===== config.mk =====
export PLATFORM = sky130hd
export DESIGN_NAME = battle_turn_ctrl
export DESIGN_NICKNAME = d
export VERILOG_FILES = /design/src/rtl/battle_pkg.sv /design/src/rtl/damage_calc.sv /design/src/rtl/battle_turn_ctrl.sv
export SDC_FILE = /design/constraint.sdc
export NUM_CORES = 1
export LEC_CHECK = 0
export BUFFER_PORTS_ARGS = -buffer_cell sky130_fd_sc_hd__clkbuf_2
export CAP_MARGIN = 20
export CELL_PAD_IN_SITES_DETAIL_PLACEMENT = 0
export CELL_PAD_IN_SITES_GLOBAL_PLACEMENT = 1
export CORE_MARGIN = 2
export CORE_UTILIZATION = 40
export DETAILED_ROUTE_END_ITERATION = 10
export GPL_TIMING_DRIVEN = 1
export HOLD_SLACK_MARGIN = 0.05
export PLACE_DENSITY = 0.71
export SLEW_MARGIN = 20
export SYNTH_ARGS = -nofsm -noshare
export SYNTH_HDL_FRONTEND = slang
export SYNTH_SLANG_ARGS = --single-unit

===== constraint.sdc =====
create_clock -name Clk -period 14.7 [get_ports Clk]
set_input_delay 3.675 -clock Clk [delete_from_list [all_inputs] [get_ports Clk]]
set_output_delay 3.675 -clock Clk [all_outputs]
set_load 0.03 [all_outputs]

===== src/rtl/battle_pkg.sv =====
// Shared types and ROM field indices for the battle turn sequencer.
package battle_pkg;

    typedef enum logic [4:0] {
        TY_NORMAL, TY_FIRE, TY_WATER, TY_ELECTRIC, TY_GRASS, TY_ICE,
        TY_FIGHTING, TY_POISON, TY_GROUND, TY_FLYING, TY_PSYCHIC, TY_BUG,
        TY_ROCK, TY_GHOST, TY_DRAGON, TY_DARK, TY_STEEL, TY_FAIRY, TY_NONE
    } mon_type_e;

    localparam logic [7:0] PHYSICAL = 8'd1;
    localparam logic [7:0] SPECIAL  = 8'd0;

    localparam logic [2:0] STAT_TYPE1 = 3'd0;
    localparam logic [2:0] STAT_TYPE2 = 3'd1;
    localparam logic [2:0] STAT_HP    = 3'd2;
    localparam logic [2:0] STAT_ATK   = 3'd3;
    localparam logic [2:0] STAT_DEF   = 3'd4;
    localparam logic [2:0] STAT_SPA   = 3'd5;
    localparam logic [2:0] STAT_SPD   = 3'd6;
    localparam logic [2:0] STAT_SPE   = 3'd7;

    localparam logic [2:0] MV_TYPE = 3'd0;
    localparam logic [2:0] MV_CAT  = 3'd1;
    localparam logic [2:0] MV_POW  = 3'd2;
    localparam logic [2:0] MV_ACC  = 3'd3;
    localparam logic [2:0] MV_PP   = 3'd4;

    typedef enum logic [2:0] {
        ST_IDLE, ST_INIT, ST_SPEED, ST_FETCH, ST_CALC, ST_APPLY, ST_DONE
    } turn_state_e;

endpackage


===== src/rtl/damage_calc.sv =====
// Combinational damage: scaled attack minus defence, floored at 1, plus STAB bonus.
module damage_calc
    import battle_pkg::*;
(
    input  logic [7:0] power,
    input  logic [7:0] atk_stat,
    input  logic [7:0] def_stat,
    input  logic [7:0] move_type,
    input  logic [7:0] atk_type1,
    input  logic [7:0] atk_type2,
    output logic [8:0] dmg
);

    function automatic logic [7:0] sat_floor1(input logic signed [9:0] x);
        if (x < 10'sd1)
            return 8'd1;
        else
            return 8'(x);
    endfunction

    logic [14:0]        prod;
    logic [7:0]         raw;
    logic signed [9:0]  diff;
    logic [7:0]         base;
    logic               stab;

    always_comb begin
        // Product deliberately kept to 15 bits before the >> 7 scaling.
        prod = 15'({7'd0, power} * {7'd0, atk_stat});
        raw  = prod[14:7];
        diff = $signed({2'b00, raw}) - $signed({2'b00, def_stat >> 3});
        base = sat_floor1(diff);
        stab = (move_type == atk_type1) || (move_type == atk_type2);
        dmg  = stab ? ({1'b0, base} + {2'b00, base[7:1]}) : {1'b0, base};
    end

endmodule


===== src/rtl/battle_turn_ctrl.sv =====
// Battle turn sequencer: HP init, speed order, per-attacker ROM fetch, hit/damage resolve.
module battle_turn_ctrl
    import battle_pkg::*;
#(
    parameter int MON_W        = 3,
    parameter int MOVE_W       = 5,
    parameter int HP_W         = 9,
    parameter int MAX_TURN_CYC = 40
) (
    input  logic              Clk,
    input  logic              Reset_n,
    input  logic              new_battle,
    input  logic              start_turn,
    input  logic [MON_W-1:0]  p_mon,
    input  logic [MON_W-1:0]  c_mon,
    input  logic [MOVE_W-1:0] p_move,
    input  logic [MOVE_W-1:0] c_move,
    input  logic [6:0]        rand_in,
    output logic [5:0]        pokemon_addr,
    input  logic [7:0]        pokemon_data,
    output logic [7:0]        move_addr,
    input  logic [7:0]        move_data,
    output logic [HP_W-1:0]   p_hp,
    output logic [HP_W-1:0]   c_hp,
    output logic              p_faint,
    output logic              c_faint,
    output logic              busy,
    output logic              done,
    output logic              player_first,
    output logic              p_hit,
    output logic              c_hit
);

    localparam logic [3:0] PAIR_LAST  = 4'd3;
    localparam logic [3:0] FETCH_LAST = 4'd9;
    localparam int         TURN_CYC   = 4 + 2 * (10 + 2) + 1;

    if (TURN_CYC > MAX_TURN_CYC) begin : g_latency_check
        $error("battle_turn_ctrl: turn sequence longer than MAX_TURN_CYC");
    end

    function automatic logic [5:0] stat_addr(input logic [MON_W-1:0] mon, input logic [2:0] field);
        return 6'({mon, field});
    endfunction

    function automatic logic [7:0] move_rom_addr(input logic [MOVE_W-1:0] mv, input logic [2:0] field);
        return 8'(mv) * 8'd5 + 8'(field);
    endfunction

    function automatic logic [HP_W-1:0] hp_sub_sat(input logic [HP_W-1:0] hp, input logic [8:0] d);
        logic signed [HP_W+1:0] r;
        r = $signed((HP_W+2)'(hp)) - $signed((HP_W+2)'(d));
        return (r < 0) ? '0 : HP_W'(r);
    endfunction

    turn_state_e       state, state_nxt;
    logic [3:0]        step;
    logic [MON_W-1:0]  p_mon_r, c_mon_r, atk_mon, def_mon;
    logic [MOVE_W-1:0] p_move_r, c_move_r, atk_move;
    logic              atk_is_p, second;
    logic [7:0]        spe_p0;
    logic [7:0]        mv_type, mv_cat, mv_pow, mv_acc;
    logic [7:0]        atk_t1, atk_t2, atk_stat, def_stat;
    logic [8:0]        dmg, dmg_p1;
    logic              hit, hit_p1;
    logic              rd_en, rd_is_move;
    logic [5:0]        rd_stat_addr;
    logic [7:0]        rd_move_addr;
    logic [HP_W-1:0]   def_hp, def_hp_new;
    logic              cmd_turn_ok;

    always_comb begin
        atk_mon    = atk_is_p ? p_mon_r : c_mon_r;
        def_mon    = atk_is_p ? c_mon_r : p_mon_r;
        atk_move   = atk_is_p ? p_move_r : c_move_r;
        hit        = (mv_acc >= 8'd100) || ({1'b0, rand_in} < mv_acc);
        def_hp     = atk_is_p ? c_hp : p_hp;
        def_hp_new = hit_p1 ? hp_sub_sat(def_hp, dmg_p1) : def_hp;
        cmd_turn_ok = !(p_faint || c_faint);
    end

    damage_calc u_damage (
        .power     (mv_pow),
        .atk_stat  (atk_stat),
        .def_stat  (def_stat),
        .move_type (mv_type),
        .atk_type1 (atk_t1),
        .atk_type2 (atk_t2),
        .dmg       (dmg)
    );

    // Address for step N goes out at the end of step N; its data is captured in step N+2.
    always_comb begin
        rd_en        = 1'b0;
        rd_is_move   = 1'b0;
        rd_stat_addr = '0;
        rd_move_addr = '0;
        case (state)
            ST_INIT: begin
                rd_en        = (step < 4'd2);
                rd_stat_addr = stat_addr(step[0] ? c_mon_r : p_mon_r, STAT_HP);
            end
            ST_SPEED: begin
                rd_en        = (step < 4'd2);
                rd_stat_addr = stat_addr(step[0] ? c_mon_r : p_mon_r, STAT_SPE);
            end
            ST_FETCH: begin
                rd_en = (step < 4'd8);
                case (step)
                    4'd0: begin rd_is_move = 1'b1; rd_move_addr = move_rom_addr(atk_move, MV_TYPE); end
                    4'd1: begin rd_is_move = 1'b1; rd_move_addr = move_rom_addr(atk_move, MV_CAT);  end
                    4'd2: begin rd_is_move = 1'b1; rd_move_addr = move_rom_addr(atk_move, MV_POW);  end
                    4'd3: begin rd_is_move = 1'b1; rd_move_addr = move_rom_addr(atk_move, MV_ACC);  end
                    4'd4: rd_stat_addr = stat_addr(atk_mon, STAT_TYPE1);
                    4'd5: rd_stat_addr = stat_addr(atk_mon, STAT_TYPE2);
                    4'd6: rd_stat_addr = stat_addr(atk_mon, (mv_cat == PHYSICAL) ? STAT_ATK : STAT_SPA);
                    4'd7: rd_stat_addr = stat_addr(def_mon, (mv_cat == PHYSICAL) ? STAT_DEF : STAT_SPD);
                    default: rd_en = 1'b0;
                endcase
            end
            default: rd_en = 1'b0;
        endcase
    end

    always_comb begin
        state_nxt = state;
        busy      = 1'b0;
        done      = 1'b0;
        case (state)
            ST_IDLE: begin
                if (new_battle)
                    state_nxt = ST_INIT;
                else if (start_turn)
                    state_nxt = cmd_turn_ok ? ST_SPEED : ST_DONE;
            end
            ST_INIT:  if (step == PAIR_LAST)  state_nxt = ST_DONE;
            ST_SPEED: if (step == PAIR_LAST)  state_nxt = ST_FETCH;
            ST_FETCH: if (step == FETCH_LAST) state_nxt = ST_CALC;
            ST_CALC:  state_nxt = ST_APPLY;
            ST_APPLY: state_nxt = (def_hp_new == '0 || second) ? ST_DONE : ST_FETCH;
            ST_DONE:  state_nxt = ST_IDLE;
            default:  state_nxt = ST_IDLE;
        endcase
        busy = (state != ST_IDLE);
        done = (state == ST_DONE);
    end

    always_ff @(posedge Clk or negedge Reset_n) begin
        if (!Reset_n)
            state <= ST_IDLE;
        else
            state <= state_nxt;
    end

    // Latched ids and fetched operands carry no reset; they are always written before use.
    always_ff @(posedge Clk) begin
        if (state == ST_IDLE && new_battle) begin
            p_mon_r <= p_mon;
            c_mon_r <= c_mon;
        end
        if (state == ST_IDLE && !new_battle && start_turn) begin
            p_move_r <= p_move;
            c_move_r <= c_move;
        end
        if (state == ST_SPEED && step == 4'd2)
            spe_p0 <= pokemon_data;
        if (state == ST_FETCH) begin
            case (step)
                4'd2:    mv_type  <= move_data;
                4'd3:    mv_cat   <= move_data;
                4'd4:    mv_pow   <= move_data;
                4'd5:    mv_acc   <= move_data;
                4'd6:    atk_t1   <= pokemon_data;
                4'd7:    atk_t2   <= pokemon_data;
                4'd8:    atk_stat <= pokemon_data;
                4'd9:    def_stat <= pokemon_data;
                default: ;
            endcase
        end
        if (state == ST_CALC) begin
            dmg_p1 <= dmg;
            hit_p1 <= hit;
        end
    end

    always_ff @(posedge Clk or negedge Reset_n) begin
        if (!Reset_n) begin
            step         <= '0;
            pokemon_addr <= '0;
            move_addr    <= '0;
            p_hp         <= '0;
            c_hp         <= '0;
            p_faint      <= 1'b0;
            c_faint      <= 1'b0;
            player_first <= 1'b0;
            p_hit        <= 1'b0;
            c_hit        <= 1'b0;
            atk_is_p     <= 1'b0;
            second       <= 1'b0;
        end else begin
            step <= (state_nxt != state || state == ST_IDLE) ? 4'd0 : step + 4'd1;
            if (rd_en) begin
                if (rd_is_move)
                    move_addr <= rd_move_addr;
                else
                    pokemon_addr <= rd_stat_addr;
            end
            case (state)
                ST_IDLE: begin
                    if (!new_battle && start_turn && cmd_turn_ok) begin
                        p_hit <= 1'b0;
                        c_hit <= 1'b0;
                    end
                end
                ST_INIT: begin
                    if (step == 4'd2) p_hp <= HP_W'({pokemon_data, 1'b0});
                    if (step == 4'd3) c_hp <= HP_W'({pokemon_data, 1'b0});
                    p_faint <= 1'b0;
                    c_faint <= 1'b0;
                end
                ST_SPEED: begin
                    if (step == PAIR_LAST) begin
                        player_first <= (spe_p0 >= pokemon_data);
                        atk_is_p     <= (spe_p0 >= pokemon_data);
                        second       <= 1'b0;
                    end
                end
                ST_APPLY: begin
                    if (atk_is_p) begin
                        c_hp    <= def_hp_new;
                        c_faint <= (def_hp_new == '0);
                        p_hit   <= hit_p1;
                    end else begin
                        p_hp    <= def_hp_new;
                        p_faint <= (def_hp_new == '0);
                        c_hit   <= hit_p1;
                    end
                    if (state_nxt == ST_FETCH) begin
                        atk_is_p <= ~atk_is_p;
                        second   <= 1'b1;
                    end
                end
                default: ;
            endcase
        end
    end

endmodule

==> results of run 1 <==
routing by layer:
layer,global-route usage (%),wire length (um),up-vias,part of all wire [%]
met4,4.67,297,0,1.3
met2,31.8,11400,122,49
met1,24.8,10800,3505,47
met5,0,0,-,0
met3,2.77,643,22,2.8
li1,-,-,3619,-
state kept, by name, indices dropped and copies added (netlist names), 8 cells and up:
name,flops
mv_pow,8
spe_p0,8
dmg_p1,9
p_hp,9
move_addr,8
mv_acc,8
atk_t2,8
c_hp,9
atk_t1,8
atk_stat,8
mv_cat,8
mv_type,8
synth_stat cells, types with 5 or more instances:
library cell	number
nand4_1	6
o211ai_1	6
a211oi_1	7
ha_1	74
clkbuf_1	27
a31oi_1	9
o31ai_1	5
dfrtp_1	46
edfxtp_1	95
a21oi_1	46
nor2_1	61
nor3_1	10
mux2_2	11
nand2b_1	9
fa_1	38
nor2b_1	14
o21ai_0	61
mux2i_1	12
xor2_1	11
and2_1	61
a221oi_1	5
xnor2_1	29
nand3_1	22
inv_1	96
o21a_1	9
a21o_1	12
nand2_1	86
o21ai_1	6
o221ai_1	7
power by group through the flow:
stage	sequential (mW)	combinational, mW	clock (mW)
final	0.586	1.46	0.399
after global routing	0.596	1.64	0.425
after CTS	0.585	1.46	0.409
after detailed placement	0.592	1.45	0
after global placement	0.591	1.45	0
after floorplan	0.646	1.07	0
cell type report:
cell class                      instances  area (sq um)  share of cell area, %
Multi-Input combinational cell        708          5440                   48.5
Sequential cell                       141          4000                   35.7
Timing Repair Buffer                   88           458                   4.08
Clock buffer                           19           443                   3.95
Tap cell                              324           405                   3.61
Inverter                               96           360                   3.21
Clock inverter                         13           104                  0.926
worst max-delay path, delay by kind of cell, from the launching register on:
family,cells,cell delay [ns]
xor+xnor,2,0.91
compound gates,7,1.29
fa+ha+maj,7,3.17
simple gates,12,1.94
flops,1,0.44
buf+inv,4,0.36
kinds of logic (layout without fill, tap and decap cells):
logic type / after synthesis / count (layout) / share of synthesized area, %
compound gates: 227 / 227 / 15.4
fa+ha+maj: 112 / 112 / 17.0
xor+xnor: 43 / 43 / 4.09
simple gates: 302 / 302 / 15.5
flops: 141 / 141 / 40.4
buf+inv: 129 / 216 / 5.06
mux: 24 / 24 / 2.60
cells in the final DEF, fill, tap and decap left out, types with 5 or more instances in the layout:
cell type	synthesis	layout
inv_1	96	96
edfxtp_1	95	95
nand2_1	86	86
clkbuf_2	0	81
ha_1	74	74
nor2_1	61	61
and2_1	61	61
o21ai_0	61	60
a21oi_1	46	46
dfrtp_1	46	46
fa_1	38	38
xnor2_1	29	29
nand3_1	22	22
clkbuf_16	0	17
nor2b_1	14	14
a21o_1	12	12
mux2i_1	12	12
xor2_1	11	11
mux2_2	11	11
nand2b_1	9	9
o21a_1	9	9
a31oi_1	9	9
nor3_1	10	8
o221ai_1	7	7
a211oi_1	7	7
o21ai_1	6	7
buf_4	2	7
nand4_1	6	6
o211ai_1	6	6
inv_6	0	6
o31ai_1	5	5
a221oi_1	5	5
worst paths after layout:
kind / from / slack [ns] / to
worst max register to register: atk_stat[7] / 6.32 / dmg_p1[6]
worst max-delay path: atk_stat[7] / 6.32 / dmg_p1[6]
min in group asynchronous: Reset_n / 3.34 / c_hp[0]
worst min-delay path: move_addr[6] / 0.48 / move_addr[6]
worst min register to register: move_addr[6] / 0.48 / move_addr[6]
max in group asynchronous: Reset_n / 10.92 / pokemon_addr[2]
==> flow_summary.yaml, run 1 <==
run_status:
  outcome: "completed"
clock_tree:
  clock_sinks: 141
  clkTransAtPathRegs_ns: 0.06
  htreeDepth: 4
  post_cts_resized: 0
  cts_hold_buf: 0
  clockRootBuffer: "clkbuf_16"
  cts_tree: "built"
  numCtsBuffers: 17
  clock_latency_ns: 0.42
  cts_setup_buffers: 0
  clock_path_buffers: 2
power:
  p_int_mw: 1.30
  peakVddDrop_uv: 115
  p_per_area_mw_per_mm2: 218
  p_sw_share_pct: 47.0
  p_leak_nw: 4.80
  total_power_mw: 2.45
  combPwrFrac_pct: 59.8
  pwr-share-seq_pct: 23.9
  switchingPower_mw: 1.15
  clkPwrFrac_pct: 16.3
place:
  dp_hpwl_um: 17800
  placed_cell_area_sq_mm: 0.0107
  io_buffer_count: 81
  post-place-ws_ns: 6.38
  globalplace.congestion: 0.844
  placed_cells: 1357
timing:
  skew_ns: 0.0108
  tns_ns: 0
  slew_viol_final: 0
  setup_violations: 0
  fin_ws_ns: 6.32
  slew_headroom_pct: 31.2
  post-route-period-util_pct: 57.0
  worstMarginPinSlew_ns: 1.02
  max_freq_mhz: 119
  hold_violations: 0
  rsz0062_at_grt: "false"
  min_period_ns: 8.38
  whs_ns: 0.483
drt:
  ant_nets: 0
  finalWirelength_um: 23100
  first_iter_violations: 384
  dr.pass1.iters: 4
  wl_per_cell_um: 16.7
  vias: 7268
  viasPerCell: 5.23
  drc_errors: 0
min_path:
  hold_path_class: "reg -> reg"
  min_delay_path_depth: 2
grt:
  grtUsageTotal_pct: 18.6
  grt_pass1_wl_um: 38500
  grt_pass1_vias: 7382
  grt_antenna_before_repair: 0
  grt.overflow.total: 0
  grt_max_degree: 47
cells_and_area:
  drive_gt1_share_pct: 14.3
  fill_cells: 2314
  fin_util_pct: 46.1
  final_cell_area_sq_mm: 0.0112
  nets: 1207
  antenna_cells: 0
  final_cells: 1389
  syn_to_final_growth_pct: 13.1
logic_synthesis:
  yosysSeqAreaShare_pct: 40.4
  synth_seq_cells: 141
  yosysWarningCount: 0
  synthCells: 978
  yosys.area.top_type: "edfxtp_1"
  avgSynthCellArea_sq_um: 10.1
  synthFlopType: "edfxtp_1"
  synth_edf_count: 95
  postSynthNetCount: 1133
  netlist_area_sq_mm: 0.00992
  async_flop_share_pct: 32.6
  synth.distinct_cells: 83
  synth_area_leaders: "edfxtp_1 29%, dfrtp_1 12%, ha_1 9.3%"
  yosysTopAreaCellShare_pct: 28.8
setup_path:
  critPathRequiredTime_ns: 14.87
  max_stage_delay_ns: 0.77
  arrival_ns: 8.55
  r2r_cells: 32
  cp-end-kind: "register"
  timing.critical_path.mode_cell: "fa_1"
  worstSetupPathType: "reg -> reg"
  critPathMaxFanout: 12
  cp_slowest_cell: "xnor2_1"
  start_kind: "register"
floorplanning:
  die_h_um: 161
  die_x_um: 161
  start_util_pct: 40.8
  coreArea_sq_mm: 0.0243
  dieArea_sq_mm: 0.0261
  io_pins: 82
  num_rows: 57
flow_run:
  cap_viol_max_count: 0
Note: power is estimated with default switching activity, not from simulation.
==> inputs of run 2 (changes only) <==
--- a/config.mk
+++ b/config.mk
@@ -14,7 +14,7 @@
 export DETAILED_ROUTE_END_ITERATION = 10
 export GPL_TIMING_DRIVEN = 1
 export HOLD_SLACK_MARGIN = 0.05
-export PLACE_DENSITY = 0.71
+export PLACE_DENSITY = 0.74
 export SLEW_MARGIN = 20
 export SYNTH_ARGS = -nofsm -noshare
 export SYNTH_HDL_FRONTEND = slang
==> constraint.sdc (replaced) <==
create_clock -name Clk -period 7.15 [get_ports Clk]
set_input_delay 1.7875 -clock Clk [delete_from_list [all_inputs] [get_ports Clk]]
set_output_delay 1.7875 -clock Clk [all_outputs]
set_load 0.03 [all_outputs]
==> run 2 against run 1 <==
Effect of this change:
- the flow now finishes with violations (setup timing)
- hold slack improved by 0.0055 ns
- via count rose by 4.8%
- power rose by 150%
- register-to-register slack got worse by 6.4 ns
- core utilization rose by 3.2 points
- sequential power rose by 110%
- critical path type unchanged
- clock power rose by 120%
==> flow_summary.yaml, run 2 (synthesis results as in run 1) <==
clock_tree:
  clock_path_buffers: 2
  clock_sinks: 141
  cts_tree: "built"
  numCtsBuffers: 17
  htreeDepth: 4
  clkTransAtPathRegs_ns: 0.06
  clock_latency_ns: 0.43
  clockRootBuffer: "clkbuf_16"
floorplanning:
  dieArea_sq_mm: 0.0261
  start_util_pct: 40.8
  coreArea_sq_mm: 0.0243
  io_pins: 82
  die_h_um: 161
  num_rows: 57
  die_x_um: 161
setup_path:
  critPathMaxFanout: 5
  critPathRequiredTime_ns: 7.33
  max_stage_delay_ns: 0.52
  cp-end-kind: "register"
  arrival_ns: 7.38
  start_kind: "register"
  timing.critical_path.mode_cell: "fa_1"
  worstSetupPathType: "reg -> reg"
  cp_slowest_cell: "fa_1"
cells_and_area:
  fill_cells: 2247
  final_cell_area_sq_mm: 0.0120
  nets: 1264
  layout_common_cells: "95 x inv_1, 95 x edfxtp_1, 82 x nand2_1"
  syn_to_final_growth_pct: 21.0
  drive_gt1_share_pct: 22.8
  final_cells: 1446
  antenna_cells: 0
  reg_top3: "c_hp x9, dmg_p1 x9, p_hp x9"
timing:
  worstMarginPinSlew_ns: 1.04
  slew_viol_final: 0
  post-route-period-util_pct: 101
  max_freq_mhz: 139
  rsz0062_at_grt: "true"
  hold_violations: 0
  skew_ns: 0.0101
  min_period_ns: 7.20
  fin_ws_ns: -0.0467
  setup_violations: 3
  slew_headroom_pct: 30.0
drt:
  wl_per_cell_um: 16.7
  dr.pass1.iters: 4
  viasPerCell: 5.27
  first_iter_violations: 342
  vias: 7619
  finalWirelength_um: 24100
  ant_nets: 0
  drc_errors: 0
place:
  dp_hpwl_um: 18200
  placed_cells: 1402
  globalplace.congestion: 0.827
  placed_cell_area_sq_mm: 0.0111
  io_buffer_count: 81
  post-place-ws_ns: -0.198
min_path:
  hold_path_class: "reg -> reg"
power:
  peakVddDrop_uv: 338
  p_leak_nw: 5.14
  total_power_mw: 6.04
  p_per_area_mw_per_mm2: 503
grt:
  grt.overflow.total: 0
  grt_max_degree: 47
  grtUsageTotal_pct: 19.1
  grt_antenna_before_repair: 0
  grt_pass1_vias: 7596
  grt_pass1_wl_um: 39500
run_status:
  failed_checks: "setup timing"
  outcome: "finished, violations left"
flow_run:
  cap_viol_max_count: 0
[run 2: worst max-delay path, delay by kind of cell, from the launching register on]
family | cells | cell delay [ns]
fa+ha+maj | 7 | 2.83
xor+xnor | 2 | 0.28
flops | 1 | 0.46
compound gates | 8 | 1.13
simple gates | 10 | 1.68
buf+inv | 6 | 0.57
[run 2: metal layers]
metal | global-route usage (%) | share of wire, % | vias to the layer above
met4 | 4.67 | 1.1 | 0
met1 | 25.5 | 47 | 3746
li1 | - | - | 3734
met3 | 2.88 | 2.9 | 20
met2 | 32.6 | 49 | 119
met5 | 0 | 0 | -
[run 2: final cells by class]
type,instances,area (sq um),area share (%)
Tap cell,324,405,3.38
Sequential cell,141,4000,33.4
Inverter,96,360,3.00
Multi-Input combinational cell,708,5750,47.9
Clock buffer,17,425,3.54
Timing Repair Buffer,145,897,7.47
Clock inverter,15,163,1.35
[run 2: per-stage QoR]
step	setup TNS [ns]	hold WS (ns)	util, %
after floorplan	-0.0598	0.491	-
after detailed placement	-0.724	0.469	45.6
final	-0.0790	0.489	49.4
after global placement	-0.236	0.465	45.6
after CTS	-0.0326	0.495	48.5
after global routing	-1.67	0.519	49.4
[run 2: report_power, final]
group          switching, mW  total [mW]  internal, mW  leakage, nW
logic                   2.20        3.94          1.74         3.44
registers              0.154        1.21          1.06         1.43
clock network          0.366       0.884         0.519        0.271
[run 2: worst paths after layout]
check                                  start              end  slack [ns]  cells past startpoint
worst min register to register  move_addr[7]     move_addr[7]        0.49                      2
min in group asynchronous            Reset_n          c_hp[6]        1.46                      2
max in group asynchronous            Reset_n  pokemon_addr[0]        5.26                      2
worst min-delay path            move_addr[7]     move_addr[7]        0.49                      2
worst max-delay path               mv_pow[2]        dmg_p1[6]       -0.05                     33
worst max register to register     mv_pow[2]        dmg_p1[6]       -0.05                     33
[run 2: what timing repair did]
item	4_1_cts	5_1_grt
hold buffers	0	0
setup endpoints to repair	6	6
endpoints found under the hold margin	0	0
gates resized for setup	15	32
pin swaps	9	23
buffers inserted	7	5
==> inputs of run 3 (changes only) <==
--- a/config.mk
+++ b/config.mk
@@ -5,6 +5,7 @@
 export SDC_FILE = /design/constraint.sdc
 export NUM_CORES = 1
 export LEC_CHECK = 0
+export ABC_AREA = 1
 export BUFFER_PORTS_ARGS = -buffer_cell sky130_fd_sc_hd__clkbuf_2
 export CAP_MARGIN = 20
 export CELL_PAD_IN_SITES_DETAIL_PLACEMENT = 0
@@ -14,7 +15,7 @@
 export DETAILED_ROUTE_END_ITERATION = 10
 export GPL_TIMING_DRIVEN = 1
 export HOLD_SLACK_MARGIN = 0.05
-export PLACE_DENSITY = 0.74
+export PLACE_DENSITY = 0.76
 export SLEW_MARGIN = 20
 export SYNTH_ARGS = -nofsm -noshare
 export SYNTH_HDL_FRONTEND = slang
==> run 3 against run 2 <==
Effect of this change:
- the flow now finishes without violations
- combinational power is 61% lower
- first-iteration DRC count increased by 8.5%
- clock skew grew 0.0044 ns
- routed wire length decreased by 3.9%
- design area is 3.7% lower
- register-to-register slack better by 0.46 ns
==> flow_summary.yaml, run 3 <==
clock_tree:
  clock_sinks: 141
  cts_hold_buf: 0
  htreeDepth: 4
  numCtsBuffers: 17
  cts_tree: "built"
  clock_path_buffers: 2
  clkTransAtPathRegs_ns: 0.07
  clock_latency_ns: 0.43
  clockRootBuffer: "clkbuf_16"
cells_and_area:
  final_cells: 1615
  antenna_cells: 0
  nets: 1433
  reg_top3: "c_hp x9, dmg_p1 x9, p_hp x9"
  drive_gt1_share_pct: 14.9
  syn_to_final_growth_pct: 15.6
  final_common_cell: "nand2_1"
  fin_util_pct: 47.3
  final_cell_area_sq_mm: 0.0116
  layout_common_cells: "261 x nand2_1, 238 x inv_1, 95 x edfxtp_1"
  fill_cells: 2346
grt:
  grt.overflow.total: 0
  grt_antenna_before_repair: 0
  grt_pass1_wl_um: 38800
  grt_pass1_vias: 7717
  grt_max_degree: 47
  grtUsageTotal_pct: 18.7
floorplanning:
  coreArea_sq_mm: 0.0245
  die_x_um: 162
  die_h_um: 162
  io_pins: 82
  num_rows: 57
  start_util_pct: 40.9
  dieArea_sq_mm: 0.0263
power:
  combPwrFrac_pct: 43.3
  p_sw_share_pct: 43.0
  pwr-share-seq_pct: 31.2
  peakVddDrop_uv: 330
  p_leak_nw: 5.79
  p_per_area_mw_per_mm2: 308
  clkPwrFrac_pct: 25.6
  p_int_mw: 2.03
  switchingPower_mw: 1.53
setup_path:
  cp_slowest_cell: "fa_1"
  max_stage_delay_ns: 0.54
  cp_top_family: "adder cells"
  critPathMaxFanout: 9
  arrival_ns: 6.89
  critPathRequiredTime_ns: 7.30
  cp-end-kind: "register"
  path_buf_inv: 9
  start_kind: "register"
  timing.critical_path.mode_cell: "nand2_1"
  worstSetupPathType: "reg -> reg"
logic_synthesis:
  synth_seq_cells: 141
  netlist_area_sq_mm: 0.0100
  yosysSeqAreaShare_pct: 40.0
  synth.top_cells.by_count: "261 x nand2_1, 238 x inv_1, 95 x edfxtp_1"
  yosysTopAreaCellShare_pct: 28.5
  avgSynthCellArea_sq_um: 8.50
  yosys.area.top_type: "edfxtp_1"
  synth_edf_count: 95
  synth-simple-area-share_pct: 20.0
  synth.most_common_cell: "nand2_1"
  synth_area_leaders: "edfxtp_1 29%, dfrtp_1 12%, nand2_1 9.8%"
  synthCells: 1177
  synth_top_family_by_area: "simple AND/OR/NAND/NOR gates"
  synth.distinct_cells: 55
  async_flop_share_pct: 32.6
  yosysWarningCount: 0
  postSynthNetCount: 1332
  synthAdderAreaFrac_pct: 16.9
  synth-compound-area-share_pct: 9.02
  synthFlopType: "edfxtp_1"
  synthXorXnorAreaFrac_pct: 3.05
  synthMuxAreaShare_pct: 0.851
drt:
  ant_nets: 0
  drc_errors: 0
  first_iter_violations: 371
  viasPerCell: 4.84
  wl_per_cell_um: 14.4
  finalWirelength_um: 23200
  vias: 7810
  dr.pass1.iters: 5
timing:
  post-route-period-util_pct: 94.3
  worstMarginPinSlew_ns: 1.03
  fin_ws_ns: 0.411
  max_freq_mhz: 148
  hold_violations: 0
  slew_viol_final: 0
  whs_ns: 0.485
  min_period_ns: 6.74
  slew_headroom_pct: 31.3
  skew_ns: 0.0146
  setup_violations: 0
flow_run:
  cap_viol_max_count: 0
place:
  post-place-ws_ns: 0.276
  dp_hpwl_um: 17900
  globalplace.congestion: 0.843
  placed_cells: 1564
  io_buffer_count: 81
  placed_cell_area_sq_mm: 0.0108
run_status:
  outcome: "completed"
min_path:
  hold_path_class: "reg -> reg"
## run 3: cell types whose count changed in the layout (fill, tap and decap cells not counted), moves of 13 or more
cell and delta:
buf_4 -34, nand3_1 +18, xnor2_1 -13, nor2_1 +37, nand2_1 +179, inv_1 +143, and2_1 -55, nor2b_1 -14
## run 3: path summary, 6_finish.rpt
path | from | end | slack [ns] | cells past startpoint
worst max-delay path | mv_pow[2] | dmg_p1[8] | 0.41 | 41
worst min-delay path | move_addr[5] | move_addr[5] | 0.48 | 2
worst max register to register | mv_pow[2] | dmg_p1[8] | 0.41 | 41
worst min register to register | move_addr[5] | move_addr[5] | 0.48 | 2
max in group asynchronous | Reset_n | move_addr[4] | 5.26 | 2
min in group asynchronous | Reset_n | p_hp[6] | 1.46 | 2
## run 3: area by class of cell
type | instances | area [sq um] | share of cell area [%]
clock buffers | 17 | 425 | 3.68
multi-input cells | 769 | 5020 | 43.4
clock inverters | 15 | 193 | 1.67
well taps | 324 | 405 | 3.51
inverters | 241 | 905 | 7.82
repair buffers | 108 | 608 | 5.26
flip-flops and latches | 141 | 4000 | 34.6
## run 3: metal layers
metal / vias up / share of wire [%] / global-route usage (%)
met5: - / 0 / 0
met4: 0 / 1.2 / 4.47
met3: 21 / 3.5 / 2.81
met2: 159 / 49 / 32.3
met1: 3657 / 47 / 24.7
li1: 3973 / - / -
## run 3: metrics by stage
stage	total power [mW]	TNS [ns]
global placement	2.65	0
CTS	3.59	0
detailed placement	2.66	0
global route	3.84	-0.0200
floorplan	2.25	0
finish	3.56	0
## run 3: power groups by stage
stage / clock [mW] / sequential [mW] / combinational, mW
2_1_floorplan: 0 / 1.28 / 0.971
3_3_place_gp: 0 / 1.13 / 1.53
3_5_place_dp: 0 / 1.13 / 1.53
4_1_cts: 0.931 / 1.11 / 1.54
5_1_grt: 0.969 / 1.13 / 1.75
6_report: 0.911 / 1.11 / 1.54
## run 3: logic make-up (layout without fill, tap and decap cells)
kind of cell / Yosys count / in the layout
buf+inv: 267 / 381
fa+ha+maj: 112 / 112
mux: 8 / 8
flops: 141 / 141
compound gates: 156 / 156
simple gates: 459 / 459
xor+xnor: 34 / 34
## run 3: repair_timing
| item | CTS | global route |
|---|---|---|
| setup endpoints to repair | 0 | 7 |
| buffers inserted | 0 | 19 |
| gates resized for setup | 0 | 6 |
## run 3: worst reg2reg max path: cells and delay by family (launching register included)
| kind | cells | cell delay (ns) |
|---|---|---|
| buf+inv | 9 | 0.61 |
| simple gates | 18 | 1.43 |
| xor+xnor | 1 | 0.14 |
| fa+ha+maj | 7 | 2.87 |
| flops | 1 | 0.50 |
| compound gates | 6 | 0.87 |
